File: src/rtl/sha256_block_sequencer.sv
// Feeds pre-padded 512-bit blocks through an iterative sha256_transform, owns the
// chaining value across the blocks of a message and hands out the final digest.
module sha256_block_sequencer #(
    parameter int           LOOP = 4,
    parameter logic [255:0] IV   = 256'h5be0cd19_1f83d9ab_9b05688c_510e527f_a54ff53a_3c6ef372_bb67ae85_6a09e667
) (
    input  logic         clk,
    input  logic         rst_n,
    input  logic         blk_valid,
    output logic         blk_ready,
    input  logic [511:0] blk_data,
    input  logic         blk_last,
    output logic         dig_valid,
    input  logic         dig_ready,
    output logic [255:0] dig_data,
    output logic         busy,
    output logic         xf_feedback,
    output logic [5:0]   xf_cnt,
    output logic [255:0] xf_rx_state,
    output logic [511:0] xf_rx_input,
    input  logic [255:0] xf_tx_hash
);

    // Both ports: a transfer happens on a rising clk edge where valid and ready are
    // both high; the source holds valid and data stable until that edge.

    typedef enum logic [2:0] {
        IDLE    = 3'd0,
        ROUND   = 3'd1,
        CAPTURE = 3'd2,
        UPDATE  = 3'd3,
        OUT     = 3'd4
    } state_t;

    localparam logic [5:0] CNT_MASK = 6'(LOOP - 1);

    state_t        state;
    state_t        state_nx;
    logic [5:0]    round;
    logic          last_q;
    logic [255:0]  chain;
    logic [511:0]  blk_q;

    assign xf_rx_state = chain;
    assign xf_rx_input = blk_q;

    always_comb begin
        state_nx    = state;
        blk_ready   = 1'b0;
        xf_feedback = 1'b0;
        xf_cnt      = 6'd0;
        case (state)
            IDLE: begin
                // Held low while rst_n is asserted so nothing is offered during reset.
                blk_ready = rst_n;
                if (blk_valid) begin
                    state_nx = ROUND;
                end
            end
            ROUND: begin
                xf_cnt      = round & CNT_MASK;
                xf_feedback = |(round & CNT_MASK);
                if (round == 6'd63) begin
                    state_nx = CAPTURE;
                end
            end
            CAPTURE: state_nx = UPDATE;
            UPDATE:  state_nx = last_q ? OUT : IDLE;
            OUT: begin
                if (dig_ready) begin
                    state_nx = IDLE;
                end
            end
            default: state_nx = IDLE;
        endcase
    end

    always_ff @(posedge clk) begin
        if (!rst_n) begin
            state     <= IDLE;
            chain     <= IV;
            blk_q     <= '0;
            round     <= 6'd0;
            last_q    <= 1'b0;
            busy      <= 1'b0;
            dig_valid <= 1'b0;
            dig_data  <= '0;
        end else begin
            state <= state_nx;
            case (state)
                IDLE: begin
                    if (blk_valid) begin
                        blk_q  <= blk_data;
                        last_q <= blk_last;
                        round  <= 6'd0;
                        busy   <= 1'b1;
                    end
                end
                ROUND: round <= round + 6'd1;
                UPDATE: begin
                    // The transform already added the old chain; just take its result.
                    chain <= xf_tx_hash;
                    if (last_q) begin
                        dig_data  <= xf_tx_hash;
                        dig_valid <= 1'b1;
                    end
                end
                OUT: begin
                    if (dig_ready) begin
                        dig_valid <= 1'b0;
                        chain     <= IV;
                        busy      <= 1'b0;
                    end
                end
                default: ;
            endcase
        end
    end

endmodule

File: config.mk
export PLATFORM = sky130hd
export DESIGN_NAME = sha256_block_sequencer
export DESIGN_NICKNAME = d
export VERILOG_FILES = /design/src/rtl/sha256_block_sequencer.sv
export SDC_FILE = /design/constraint.sdc
export NUM_CORES = 2
export LEC_CHECK = 0
export CAP_MARGIN = 20
export CORE_AREA = 2 2 712 714
export DETAILED_ROUTE_END_ITERATION = 10
export DIE_AREA = 0 0 714 716
export SYNTH_ARGS = -nofsm -noshare
export SYNTH_HDL_FRONTEND = slang
export SYNTH_SLANG_ARGS = --single-unit
File: constraint.sdc
create_clock -name clk -period 1.5 [get_ports clk]
set_input_delay 0.15 -clock clk [delete_from_list [all_inputs] [get_ports clk]]
set_output_delay 0.15 -clock clk [all_outputs]
set_load 0.005 [all_outputs]
==> metrics <==
Final Power=78560 µW; Main synth FF type=dfxtp_1; fin cells=13631; Placed Area=63850 µm²; Buf/Inv on CP=4; vias in the first global route=41299; maximum vdd drop=0.7731 mV; Synth Area in Simple Gates=17.38%; GRT Util Overall=16.48%; grt total ovfl=0; max incr delay on CP=0.63 ns; Slew Limit Fails=0; Num Clock Sinks=1036; Final min period=2.204 ns; Worst path slowest cell=or4b_4; Critical Path RT=2.23 ns; CP Class=flip-flop to flip-flop; gpl congestion=0.9698; Final Hold Vio Count=0; EDFF count, synth=0; status=finished with violations; CP arrival=2.93 ns; aggregate negative setup slack=-535.30 ns; Final period util=146.9%; Setup violations, final=1479; initial antenna violation count=262; Clk Latency, worst-skew pair=0.87 ns; unique cell type count in the Yosys netlist=36; via count=43212; Worst setup SP type=flip-flop; leakage=0.02948 µW; layout cells sized above 1=34.19%; Worst Setup Slack, final=-0.7036 ns; area of the multi-input gates=12840 µm²; failing checks=negative setup slack; Routed Antenna Nets=0; Netlist Area Pre-Place=34530 µm²; complex-gate fraction of the synthesized area=17.95%; delay-heaviest family, CP=buffers and inverters; CTS tree=built; Worst Hold Class=input pin to flip-flop; Layout area overhead=133.3%; row count=261; Ys Warns=0; crit-path cells=buf_4 > or4b_4 > buf_16 > buf_16 > clkbuf_16 > nand2_2 > a21oi_1; relative slew slack=59.32%; most frequent cells in the layout=nand2_1, clkdlybuf4s50_1, a21oi_1, dlygate4sd3_1, dfxtp_2; Avg Synthesized Cell Area=8.675 µm²; # nets final=7470; DR WL/cell=32.88 µm; Die Ht=716 µm; cell mode on critical path=buf_16; post-synthesis mux area share=0%; Die Area=511200 µm²; clk_skew=0.08306 ns; die width=714 µm; H-tree depth=4; Seq cells post-synth=1036; Slew @ Worst Pin=0.6083 ns; most common cell after layout, fill and taps aside=nand2_1; pin count of the biggest net entering global routing=64; Mapped Cells=3980; RSZ-0062 raised after global routing=true; ys async rst share=0%; total CTS buffers=142; Maximum Capacitance Violations=0; Post-route DRC=0; initial core utilization=6.857%; crit-path max FO=9; Pwr Density=975.2 nW/µm²; placed insts=12401; XOR/XNOR share of the synthesized area=0%; highest clock rate=0.4538 GHz; routed via count divided by cell count=3.170; final WL=448.2 mm; combinational family with the most area after synthesis=compound AO/OA/AOI/OAI gates; Reg clk slew, reported paths=0.06 ns; Iteration-0 DRC Markers=3470; post-synthesis adder-cell area fraction=0.07247%; 1st-pass router iterations=5; worst slack, placed=-0.7476 ns; first-pass GRT wire length=527.9 mm; nature of the critical path endpoint=flip-flop; sequential area share after synthesis=60.07%; I/O pin total=1807; core area=503600 µm²; I/O Buffers=1802; final instance area=80550 µm²; DP HPWL=376.5 mm; clock buffer depth=4; root buf cell=clkbuf_16; Reg area=21570 µm²; fillers=56414
worst paths after layout:
kind | start | cells past startpoint | slack, ns | end
setup / recovery | state[2]$_SDFFE_PN0P_ | 7 | -0.70 | xf_rx_input[104]$_SDFFE_PN0P_
hold / removal | blk_data[33] | 3 | 0.05 | xf_rx_input[33]$_SDFFE_PN0P_
setup reg to reg | state[2]$_SDFFE_PN0P_ | 7 | -0.70 | xf_rx_input[104]$_SDFFE_PN0P_
hold reg to reg | xf_rx_input[502]$_SDFFE_PN0P_ | 2 | 0.45 | xf_rx_input[502]$_SDFFE_PN0P_
worst reg2reg max path, delay by kind of cell (launching register included):
family / cells / cell delay, ns
buffers and inverters: 4 / 0.98
AND/OR/NAND/NOR: 2 / 0.70
flip-flops: 1 / 0.33
AO/OA/AOI/OAI: 1 / 0.06
registers in the layout, summed over array words and instances, names as in the netlist:
signal and flops:
round 6, xf_rx_input 512, xf_rx_state 256, dig_data 256, busy 1, last_q 1, state 3, dig_valid 1
layout make-up:
cell class,instances,share of cell area [%]
multi-input cells,2622,15.95
diodes,121,0.3759
flip-flops and latches,1036,26.78
well taps,6706,10.42
inverters,3,0.02330
repair buffers,2890,40.62
clock inverters,67,0.9087
clock buffers,186,4.930
timing repair:
item                                     CTS  global route
pin swaps                                 14            10
hold endpoints to repair                 834             0
endpoints found under the setup margin  2050          2021
hold buffers                             670             0
buffers inserted                          98            19
gates resized for setup                 3864           216
gates cloned                              44            35
power breakdown:
part / total [µW] / internal, µW / switching, µW
sequential: 29100 / 28300 / 772
combinational: 13600 / 6710 / 6850
clock: 35900 / 20400 / 15500
total: 78600 / 55500 / 23100
logic make-up (layout without fill, tap and decap cells):
| family | Yosys count | after routing |
|---|---|---|
| flip-flops | 1036 | 1036 |
| buffers and inverters | 325 | 3146 |
| adder cells (fa/ha/maj) | 2 | 2 |
| AO/OA/AOI/OAI | 1041 | 1041 |
| AND/OR/NAND/NOR | 1575 | 1575 |
| other | 1 | 125 |
Yosys cell counts (2+ instances only):
| cell type | n | share of area, % |
|---|---|---|
| a41oi_1 | 2 | 0.051 |
| a22o_1 | 120 | 3.0 |
| dfxtp_1 | 1036 | 60 |
| nor3_1 | 2 | 0.029 |
| or4b_2 | 2 | 0.058 |
| nand3_1 | 7 | 0.10 |
| ha_1 | 2 | 0.072 |
| buf_2 | 123 | 1.8 |
| clkbuf_1 | 170 | 1.8 |
| nand2b_1 | 3 | 0.054 |
| buf_1 | 2 | 0.022 |
| nand2_1 | 1544 | 17 |
| nor2_1 | 6 | 0.065 |
| inv_1 | 2 | 0.022 |
| buf_6 | 23 | 0.75 |
| o22a_1 | 136 | 3.4 |
| a21oi_1 | 776 | 11 |
| buf_4 | 4 | 0.087 |
| a311oi_1 | 3 | 0.076 |
per-layer routing:
layer / wire (µm) / track usage, %
met3: 41930 / 6.320
met5: 535 / 0
met4: 27790 / 8.656
met1: 167100 / 18.16
met2: 210800 / 27.44
through the flow:
stage / utilization [%] / hold slack (ns)
2_1_floorplan: - / 0.2691
3_3_place_gp: 12.68 / 0.4402
3_5_place_dp: 12.68 / 0.4440
4_1_cts: 15.65 / -0.003503
5_1_grt: 15.97 / 0.02281
6_report: 16.00 / 0.04923
Note: power is estimated with default switching activity, not from simulation.
